### src/rtl/ysyx_23060221_lsu_if.sv
// Memory bus between the LSU and the data memory subsystem.
// The request channel and the response channel each use a valid/ready handshake.
interface ysyx_23060221_lsu_if #(
  parameter int AW = 32,
  parameter int DW = 32
);
  logic            mem_req_valid;
  logic            mem_req_ready;
  logic [AW-1:0]   mem_req_addr;
  logic            mem_req_wen;
  logic [DW-1:0]   mem_req_wdata;
  logic [DW/8-1:0] mem_req_wstrb;
  logic            mem_rsp_valid;
  logic            mem_rsp_ready;
  logic [DW-1:0]   mem_rsp_rdata;
  logic            mem_rsp_err;

  modport master (
    output mem_req_valid, mem_req_addr, mem_req_wen, mem_req_wdata, mem_req_wstrb,
    output mem_rsp_ready,
    input  mem_req_ready, mem_rsp_valid, mem_rsp_rdata, mem_rsp_err
  );

  modport slave (
    input  mem_req_valid, mem_req_addr, mem_req_wen, mem_req_wdata, mem_req_wstrb,
    input  mem_rsp_ready,
    output mem_req_ready, mem_rsp_valid, mem_rsp_rdata, mem_rsp_err
  );
endinterface

### src/rtl/ysyx_23060221_lsu.sv
// Load/store unit between EXU and WBU.
// Accepts one instruction per handshake, issues at most one memory request,
// aligns and extends load data, then presents the result to WBU.
// Optional feature: define LSU_MISALIGN_CHECK_EN to trap misaligned half/word
// accesses locally (no bus request) and expose the lsu_misalign flag.
module ysyx_23060221_lsu #(
  parameter int AW = 32,
  parameter int DW = 32
) (
  input  logic          clk,
  input  logic          rst,
  input  logic          EXU_valid,
  output logic          LSU_ready,
  input  logic [AW-1:0] res_in,
  input  logic [DW-1:0] wdata,
  input  logic          memread,
  input  logic          memwrite,
  input  logic [2:0]    funct3,
  input  logic          memtoreg_in,
  input  logic          regw_in,
  output logic          LSU_valid,
  input  logic          WBU_ready,
  output logic [AW-1:0] res,
  output logic [DW-1:0] dataout,
  output logic          memtoreg,
  output logic          regw,
`ifdef LSU_MISALIGN_CHECK_EN
  output logic          lsu_misalign,
`endif
  ysyx_23060221_lsu_if.master mem
);

  typedef enum logic [1:0] {
    S_IDLE = 2'd0,
    S_REQ  = 2'd1,
    S_RSP  = 2'd2,
    S_DONE = 2'd3
  } state_t;

  state_t          state_q, state_d;
  logic [AW-1:0]   res_q, res_d;
  logic [DW-1:0]   wdata_q, wdata_d;
  logic [DW/8-1:0] wstrb_q, wstrb_d;
  logic            wen_q, wen_d;
  logic [2:0]      f3_q, f3_d;
  logic            memtoreg_q, memtoreg_d;
  logic            regw_q, regw_d;
  logic [DW-1:0]   dataout_q, dataout_d;
`ifdef LSU_MISALIGN_CHECK_EN
  logic            misalign_q, misalign_d;
`endif

  // Byte strobes for a store; bits shifted past the top lane are dropped.
  function automatic logic [3:0] store_strb(input logic [2:0] f3, input logic [1:0] a);
    logic [3:0] s;
    case (f3[1:0])
      2'b00:   s = 4'b0001 << a;
      2'b01:   s = 4'b0011 << a;
      default: s = 4'b1111;
    endcase
    return s;
  endfunction

  // Replicate store data so the selected lanes carry it regardless of offset.
  function automatic logic [31:0] store_data(input logic [2:0] f3, input logic [31:0] d);
    logic [31:0] r;
    case (f3[1:0])
      2'b00:   r = {4{d[7:0]}};
      2'b01:   r = {2{d[15:0]}};
      default: r = d;
    endcase
    return r;
  endfunction

  // Shift the addressed bytes down and sign/zero extend; unknown sizes act as word.
  function automatic logic [31:0] load_align(input logic [2:0] f3, input logic [1:0] a,
                                             input logic [31:0] d);
    logic [31:0] r;
    logic [31:0] o;
    r = d >> {a, 3'b000};
    case (f3)
      3'b000:  o = {{24{r[7]}}, r[7:0]};
      3'b001:  o = {{16{r[15]}}, r[15:0]};
      3'b100:  o = {24'd0, r[7:0]};
      3'b101:  o = {16'd0, r[15:0]};
      default: o = r;
    endcase
    return o;
  endfunction

`ifdef LSU_MISALIGN_CHECK_EN
  // Halfwords need a[0]=0, words (and unknown sizes) need a[1:0]=0.
  function automatic logic is_misaligned(input logic [2:0] f3, input logic [1:0] a);
    logic m;
    case (f3[1:0])
      2'b00:   m = 1'b0;
      2'b01:   m = a[0];
      default: m = (a != 2'b00);
    endcase
    return m;
  endfunction
`endif

  // State and captured transaction registers; reset clears everything.
  always_ff @(posedge clk) begin
    if (rst) begin
      state_q    <= S_IDLE;
      res_q      <= '0;
      wdata_q    <= '0;
      wstrb_q    <= '0;
      wen_q      <= 1'b0;
      f3_q       <= 3'd0;
      memtoreg_q <= 1'b0;
      regw_q     <= 1'b0;
      dataout_q  <= '0;
`ifdef LSU_MISALIGN_CHECK_EN
      misalign_q <= 1'b0;
`endif
    end else begin
      state_q    <= state_d;
      res_q      <= res_d;
      wdata_q    <= wdata_d;
      wstrb_q    <= wstrb_d;
      wen_q      <= wen_d;
      f3_q       <= f3_d;
      memtoreg_q <= memtoreg_d;
      regw_q     <= regw_d;
      dataout_q  <= dataout_d;
`ifdef LSU_MISALIGN_CHECK_EN
      misalign_q <= misalign_d;
`endif
    end
  end

  // Next-state logic: capture in IDLE, handshake through REQ/RSP, hold result in DONE.
  always_comb begin
    state_d    = state_q;
    res_d      = res_q;
    wdata_d    = wdata_q;
    wstrb_d    = wstrb_q;
    wen_d      = wen_q;
    f3_d       = f3_q;
    memtoreg_d = memtoreg_q;
    regw_d     = regw_q;
    dataout_d  = dataout_q;
`ifdef LSU_MISALIGN_CHECK_EN
    misalign_d = misalign_q;
`endif
    case (state_q)
      S_IDLE: begin
        if (EXU_valid) begin
          res_d      = res_in;
          memtoreg_d = memtoreg_in;
          regw_d     = regw_in;
          f3_d       = funct3;
          wen_d      = memwrite;
          dataout_d  = '0;
          wdata_d    = store_data(funct3, wdata);
          wstrb_d    = memwrite ? store_strb(funct3, res_in[1:0]) : 4'b0000;
          if (memwrite || memread) begin
`ifdef LSU_MISALIGN_CHECK_EN
            if (is_misaligned(funct3, res_in[1:0])) begin
              state_d    = S_DONE;
              regw_d     = 1'b0;
              misalign_d = 1'b1;
            end else begin
              state_d = S_REQ;
            end
`else
            state_d = S_REQ;
`endif
          end else begin
            state_d = S_DONE;
          end
        end
      end
      S_REQ: begin
        if (mem.mem_req_ready) state_d = S_RSP;
      end
      S_RSP: begin
        if (mem.mem_rsp_valid) begin
          state_d = S_DONE;
          if (mem.mem_rsp_err) begin
            dataout_d = '0;
            regw_d    = 1'b0;
          end else if (!wen_q) begin
            dataout_d = load_align(f3_q, res_q[1:0], mem.mem_rsp_rdata);
          end
        end
      end
      S_DONE: begin
        if (WBU_ready) begin
          state_d = S_IDLE;
`ifdef LSU_MISALIGN_CHECK_EN
          misalign_d = 1'b0;
`endif
        end
      end
      default: state_d = S_IDLE;
    endcase
  end

  assign LSU_ready = (state_q == S_IDLE) && !rst;
  assign LSU_valid = (state_q == S_DONE);
  assign res       = res_q;
  assign dataout   = dataout_q;
  assign memtoreg  = memtoreg_q;
  assign regw      = regw_q;
`ifdef LSU_MISALIGN_CHECK_EN
  assign lsu_misalign = misalign_q;
`endif

  assign mem.mem_req_valid = (state_q == S_REQ);
  assign mem.mem_req_addr  = {res_q[AW-1:2], 2'b00};
  assign mem.mem_req_wen   = wen_q;
  assign mem.mem_req_wdata = wdata_q;
  assign mem.mem_req_wstrb = wstrb_q;
  assign mem.mem_rsp_ready = (state_q == S_RSP);

endmodule
### src/flat_wrapper.sv
// flat-port wrapper written by rule: the top's interface ports become plain ports
module ysyx_23060221_lsu_flat 
#(
  parameter int AW = 32,
  parameter int DW = 32
)
  (clk, rst, EXU_valid, LSU_ready, res_in, wdata, memread, memwrite, funct3, memtoreg_in, regw_in, LSU_valid, WBU_ready, res, dataout, memtoreg, regw, mem_mem_req_valid, mem_mem_req_addr, mem_mem_req_wen, mem_mem_req_wdata, mem_mem_req_wstrb, mem_mem_rsp_ready, mem_mem_req_ready, mem_mem_rsp_valid, mem_mem_rsp_rdata, mem_mem_rsp_err);
  ysyx_23060221_lsu_if #(.AW(AW), .DW(DW)) mem_i ();
  input  logic clk;
  input  logic rst;
  input  logic EXU_valid;
  output logic LSU_ready;
  input  logic [AW-1:0] res_in;
  input  logic [DW-1:0] wdata;
  input  logic memread;
  input  logic memwrite;
  input  logic [2:0] funct3;
  input  logic memtoreg_in;
  input  logic regw_in;
  output logic LSU_valid;
  input  logic WBU_ready;
  output logic [AW-1:0] res;
  output logic [DW-1:0] dataout;
  output logic memtoreg;
  output logic regw;
  output wire logic [$bits(mem_i.mem_req_valid)-1:0] mem_mem_req_valid;
  output wire logic [$bits(mem_i.mem_req_addr)-1:0] mem_mem_req_addr;
  output wire logic [$bits(mem_i.mem_req_wen)-1:0] mem_mem_req_wen;
  output wire logic [$bits(mem_i.mem_req_wdata)-1:0] mem_mem_req_wdata;
  output wire logic [$bits(mem_i.mem_req_wstrb)-1:0] mem_mem_req_wstrb;
  output wire logic [$bits(mem_i.mem_rsp_ready)-1:0] mem_mem_rsp_ready;
  input wire logic [$bits(mem_i.mem_req_ready)-1:0] mem_mem_req_ready;
  input wire logic [$bits(mem_i.mem_rsp_valid)-1:0] mem_mem_rsp_valid;
  input wire logic [$bits(mem_i.mem_rsp_rdata)-1:0] mem_mem_rsp_rdata;
  input wire logic [$bits(mem_i.mem_rsp_err)-1:0] mem_mem_rsp_err;
  assign mem_mem_req_valid = mem_i.mem_req_valid;
  assign mem_mem_req_addr = mem_i.mem_req_addr;
  assign mem_mem_req_wen = mem_i.mem_req_wen;
  assign mem_mem_req_wdata = mem_i.mem_req_wdata;
  assign mem_mem_req_wstrb = mem_i.mem_req_wstrb;
  assign mem_mem_rsp_ready = mem_i.mem_rsp_ready;
  assign mem_i.mem_req_ready = mem_mem_req_ready;
  assign mem_i.mem_rsp_valid = mem_mem_rsp_valid;
  assign mem_i.mem_rsp_rdata = mem_mem_rsp_rdata;
  assign mem_i.mem_rsp_err = mem_mem_rsp_err;
  ysyx_23060221_lsu #(.AW(AW), .DW(DW)) u_core (.clk(clk), .rst(rst), .EXU_valid(EXU_valid), .LSU_ready(LSU_ready), .res_in(res_in), .wdata(wdata), .memread(memread), .memwrite(memwrite), .funct3(funct3), .memtoreg_in(memtoreg_in), .regw_in(regw_in), .LSU_valid(LSU_valid), .WBU_ready(WBU_ready), .res(res), .dataout(dataout), .memtoreg(memtoreg), .regw(regw), .mem(mem_i));
endmodule
### config.mk
export PLATFORM = sky130hd
export DESIGN_NAME = ysyx_23060221_lsu_flat
export DESIGN_NICKNAME = d
export VERILOG_FILES = /design/src/rtl/ysyx_23060221_lsu_if.sv /design/src/rtl/ysyx_23060221_lsu.sv /design/src/flat_wrapper.sv
export SDC_FILE = /design/constraint.sdc
export NUM_CORES = 1
export LEC_CHECK = 0
export BUFFER_PORTS_ARGS = -buffer_cell sky130_fd_sc_hd__buf_2
export CAP_MARGIN = 20
export CORE_UTILIZATION = 31
export DETAILED_ROUTE_END_ITERATION = 7
export SETUP_SLACK_MARGIN = 0.05
export SLEW_MARGIN = 25
export SYNTH_ARGS = -nofsm -noshare
export SYNTH_HDL_FRONTEND = slang
export SYNTH_SLANG_ARGS = --single-unit
### constraint.sdc
create_clock -name clk -period 1.93 [get_ports clk]
set_input_delay 0.0965 -clock clk [delete_from_list [all_inputs] [get_ports clk]]
set_output_delay 0.0965 -clock clk [all_outputs]
set_load 0.02 [all_outputs]
# [After elaboration in Yosys (flattened, before gate mapping)]
# Index checks and enable logic that the tools add are counted.
[totals] reg_bits=108 wordCells=55
[op_classes] n_eq_ne=13 muxes=19 reduce_logical=11 shifts=3
[ops] cell="two-way mux 32 bit" count=4
[ops] cell="one-hot mux 32 bit (2 select lines)" count=2
[ops] cell="one-hot mux 32 bit (4 select lines)" count=1
[ops] cell="right shift 32 x 5 -> 32 bit" count=1
[ops] cell="AND reduction 4 bit" count=3
[ops] cell="two-way mux 2 bit" count=5
[ops] cell="!= test 2 x 1 -> 1 bit (second input constant)" count=4
[ops] cell="one-hot mux 2 bit (4 select lines)" count=1
[ops] cell="one-hot mux 4 bit (2 select lines)" count=1
[ops] cell="== test 3 bit (second input constant)" count=2
[ops] cell="== test 2 x 1 -> 1 bit (second input constant)" count=2
[ops] cell="== test 2 bit (second input constant)" count=2
[ops] cell="zero test 2 bit" count=2
[ops] cell="two-way mux 4 bit" count=1
[ops] cell="<< shifter 1 x 2 -> 4 bit (first input constant)" count=1
[ops] cell="<< shifter 2 x 2 -> 4 bit (first input constant)" count=1
[ops] cell="== test 3 x 1 -> 1 bit (second input constant)" count=1
[ops] cell="zero test 3 bit" count=1
[ops] cell="two-way mux 1 bit" count=3
[ops] cell="!= test 3 bit (second input constant)" count=1
[ops] cell="!= test 2 bit (second input constant)" count=1
[ops] cell="one-hot mux 1 bit (2 select lines)" count=1
[ops] cell="AND reduction 2 bit" count=1
[ops] cell="nonzero test 2 bit" count=1
[ops] cell="other kinds (3)" count=3

# [Longest topological paths before layout]
[depth] depth_word=6 mapped_depth=8

# [Worst setup path before layout]
# OpenSTA, ideal clock, no wires.
[synth_path] path_type="register to register" start="register u_core.state_q[0]" end="register u_core.dataout_q[16] (netlist: u_core.dataout[16])" path_stages_with_launch=8 period_less_slack_ns=2.030 setup_ns=0.122 path_slack_ns=-0.100 n_path_buf=2 t_arrival_ns=1.909 path_cell_list="dfxtp_1 -> inv_1 -> ha_1 -> clkbuf_1 -> nand3_1 -> o221a_2 -> clkbuf_1 -> a221o_1"
[synth_via] elab_chain_cells=3 word_cells_on_any_way=8 cone_classes="eq/ne (4); mux (1); reduce/logical (3)"
[synth_lines] item="from (decl)" line="ysyx_23060221_lsu.sv:40" source="state_t state_q, state_d;"
[synth_lines] item="from (signal assigned)" line="ysyx_23060221_lsu.sv:120" source="state_q <= state_d;"
[synth_lines] item="== test 2 bit (*)"
[synth_lines] item="net mem_mem_rsp_ready" line="flat_wrapper.sv:31" source="output wire logic [$bits(mem_i.mem_rsp_ready)-1:0] mem_mem_rsp_ready;"
[synth_lines] item="!= test 3 bit (no line) (tied with other cells)"
[synth_lines] item="AND reduction 4 bit (no line)"
[synth_lines] item="to (signal assigned)" line="ysyx_23060221_lsu.sv:128" source="dataout_q <= dataout_d;"
[synth_lines] item="to (decl)" line="ysyx_23060221_lsu.sv:48" source="logic [DW-1:0] dataout_q, dataout_d;"
# Mark *: on every way through the listed nets, which the timed path passes. The rest lies on a longest branch.
# A chain may end at the register's enable or synchronous reset.

# [Final worst setup path]
[layout_path] start="register u_core.res_q[1] (netlist: u_core.res[1])" end="register u_core.dataout_q[18] (netlist: u_core.dataout[18])"
[layout_via] elab_chain_cells=6
[layout_lines] item="from (decl)" line="ysyx_23060221_lsu.sv:41" source="logic [AW-1:0] res_q, res_d;"
[layout_lines] item="from (signal assigned)" line="ysyx_23060221_lsu.sv:121" source="res_q <= res_d;"
[layout_lines] item="right shift 32 x 5 -> 32 bit" line="ysyx_23060221_lsu.sv:80" source="r = d >> {a, 3'b000};"
[layout_lines] item="one-hot mux 32 bit (4 select lines)" line="ysyx_23060221_lsu.sv:81" source="case (f3)"
[layout_lines] item="two-way mux 32 bit" line="ysyx_23060221_lsu.sv:186" source="end else if (!wen_q) begin"
[layout_lines] item="two-way mux 32 bit" line="ysyx_23060221_lsu.sv:183" source="if (mem.mem_rsp_err) begin"
[layout_lines] item="two-way mux 32 bit" line="ysyx_23060221_lsu.sv:181" source="if (mem.mem_rsp_valid) begin"
[layout_lines] item="one-hot mux 32 bit (2 select lines)" line="ysyx_23060221_lsu.sv:149" source="case (state_q)"
# No other way between the ends. The select of a mux whose other input is x is not followed.

==> results.txt <==
core region area -> 15310 sq um
CP Capture Type -> flip-flop
first-pass iteration count of the detailed router -> 5
period utilisation layout -> 90.20%
Yosys warning total -> 0
Power per Cell Area -> 1127 nW/um^2
Avg WL per Cell -> 14.99 um
Leak Pwr -> 0.003228 uW
Worst-path clk slew -> 0.08 ns
dpl ws -> 0.1171 ns
Slew HR -> 42.07%
sequential fraction of the synthesis area -> 44.12%
Synth Cell Area -> 4901 sq um
part of the power in combinational logic -> 38.7%
sequential share of power -> 35.9%
Worst-Skew Late Latency -> 0.35 ns
Setup WS post-layout -> 0.1892 ns
die area -> 16320 sq um
total track usage -> 18.61%
Synth Instances -> 572
status -> complete, no violations
Buffers on Ports -> 246
setup repair after global routing missed its margin -> no
vias after detailed routing -> 4914
Final Setup Violations -> 0
most frequent cells in the layout -> buf_2 (246), nand2_1 (131), dfxtp_1 (108)
Layout area overhead -> 40.36%
H-tree depth -> 3
placed wire-length estimate -> 10.85 mm
switching fraction of total power -> 37.37%
commonest non-fill, non-tap cell in the layout -> buf_2
ys flop type -> dfxtp_1
Root Buffer -> clkbuf_16
Tmin final -> 1.741 ns
routed vias/inst -> 4.776
Rows -> 45
met3 Track Usage GR -> 5.760%
Slew Limit Fails -> 0
Hold Crit Start -> wdata[7]
M2 GR Usage -> 32.23%
Fin Hold WS -> 0.01896 ns
Initial Util -> 32.00%
Clock Skews -> 0.01021 ns
worst vdd ir -> 610.0 uV
WS Path Type -> flip-flop to flip-flop
Sw Pwr -> 2897 uW
Clk pwr share -> 25.4%
Worst EP required -> 2.22 ns
remaining global-route overflow -> 0
antenna-violating nets left -> 0
Fillers -> 1600
WL final -> 15.42 mm
Final Core Density -> 44.92%
#FFs+latches synth -> 108
vias in the first global route -> 4604
crit path DAT -> 2.03 ns
IO Pins -> 249
Avg Inst Size Synth -> 8.568 sq um
Max Clk Rate -> 0.5744 GHz
CTS tree -> built
Antenna Cells -> 0
maxcap violations -> 0
ys async rst share -> 0%
Nets -> 928
worst-margin pin slew -> 0.8690 ns
total negative slack -> 0 ns
worst-path fanout max -> 16
GP Congestion -> 0.8301
Post-synth EDFFs -> 0
pin count of the biggest net entering global routing -> 78
TritonCTS Buffers -> 9
storage element area -> 2162 sq um
first-pass GRT wire length -> 23.97 mm
Post-CTS Setup Bufs -> 0
Die X -> 127.7 um
initial antenna violation count -> 0
maximum clock path buffer count -> 2
P_int -> 4856 uW
layout cell share with drive strength beyond 1 -> 37.78%
Worst setup SP type -> flip-flop
clk sinks -> 108
met1 global-route usage -> 21.84%
Die H -> 127.7 um
Final Hold Viols -> 0
DRC Markers -> 0
CP startpoint -> u_core.res[1]
worst r2r src -> u_core.res[1]
GR peak layer -> met2
Unique masters post-synth -> 42
initial drt markers -> 167
Multi-input gate area -> 2344 sq um
Worst Hold Class -> input pin to flip-flop
[per-layer routing]
metal	share of wire [%]	wire length [um]
met2	49	7499
met4	1.8	284
met1	42	6501
met5	0	0
met3	7.4	1134
[critical path: stages (launching register included)]
cell and delay [ns]:
dfxtp_1 0.49, mux2i_1 0.16, or3_1 0.37, a2111oi_4 0.37, buf_12 0.19, a221o_1 0.11
[synth_stat cells (2+ instances only)]
cell,count,area (sq um)
buf_2,2,10.01
nor2_1,31,116.4
mux2_2,15,168.9
a221oi_1,8,70.07
nand2_1,132,495.5
inv_1,5,18.77
o2bb2ai_1,10,87.58
a311oi_1,8,70.07
a21oi_1,59,295.3
dfxtp_1,108,2162
o21ai_0,28,140.1
a211oi_1,10,75.07
a22o_1,7,61.31
a221o_1,16,160.2
nand2b_1,2,12.51
mux2i_1,25,250.2
nor2b_1,8,50.05
clkbuf_1,37,138.9
buf_4,34,255.2
ha_1,5,62.56
[cell type report]
| type | count | share of cell area [%] |
|---|---|---|
| Multi-Input combinational cell | 386 | 34.07 |
| Sequential cell | 108 | 31.43 |
| Timing Repair Buffer | 303 | 25.88 |
| Tap cell | 211 | 3.838 |
| Clock buffer | 12 | 3.438 |
| Clock inverter | 4 | 1.073 |
| Inverter | 5 | 0.2728 |
[final timing paths]
check / endpoint / slack [ns] / cells past startpoint
hold / removal: u_core.mem.mem_req_wdata[7] / 0.02 / 3
setup reg to reg: u_core.dataout[18] / 0.19 / 5
setup / recovery: u_core.dataout[18] / 0.19 / 5
hold reg to reg: u_core.mem.mem_req_wdata[2] / 0.45 / 2
[through the flow]
step	area (sq um)	cells	power, uW
global route	6879	1029	8224
global placement	6226	981	5739
floorplan	4918	573	4818
CTS	6857	1029	7797
finish	6879	1029	7753
detailed placement	6226	981	5763
[timing repair]
action,in CTS,in global routing
endpoints found under the setup margin,0,17
gates resized for setup,0,4
hold buffers,32,0
endpoints found under the hold margin,32,0
[power groups by stage]
stage          Combinational, uW  Clock (uW)  Sequential, uW
2_1_floorplan               1630           0            3190
3_3_place_gp                2920           0            2820
3_5_place_dp                2930           0            2830
4_1_cts                     2990        2030            2790
5_1_grt                     3280        2110            2830
6_report                    3000        1970            2780
[flip-flops by register name, summed over array words and instances (netlist names)]
register / cells
u_core.dataout: 32
u_core.mem.mem_req_wdata: 32
u_core.res: 32
u_core.mem.mem_req_wstrb: 4
u_core.f3_q: 3
u_core.state_q: 2
u_core.mem.mem_req_wen: 1
u_core.memtoreg: 1
u_core.regw: 1
[cell families after synthesis]
| logic type | synth area share, % |
|---|---|
| adder cells (fa/ha/maj) | 1.276 |
| AO/OA/AOI/OAI | 21.11 |
| other | 0.07652 |
| XOR/XNOR | 0.1787 |
| multiplexers | 8.859 |
| flip-flops | 44.12 |
| AND/OR/NAND/NOR | 15.52 |
| buffers and inverters | 8.859 |
Note: power is estimated with default switching activity, not from simulation.
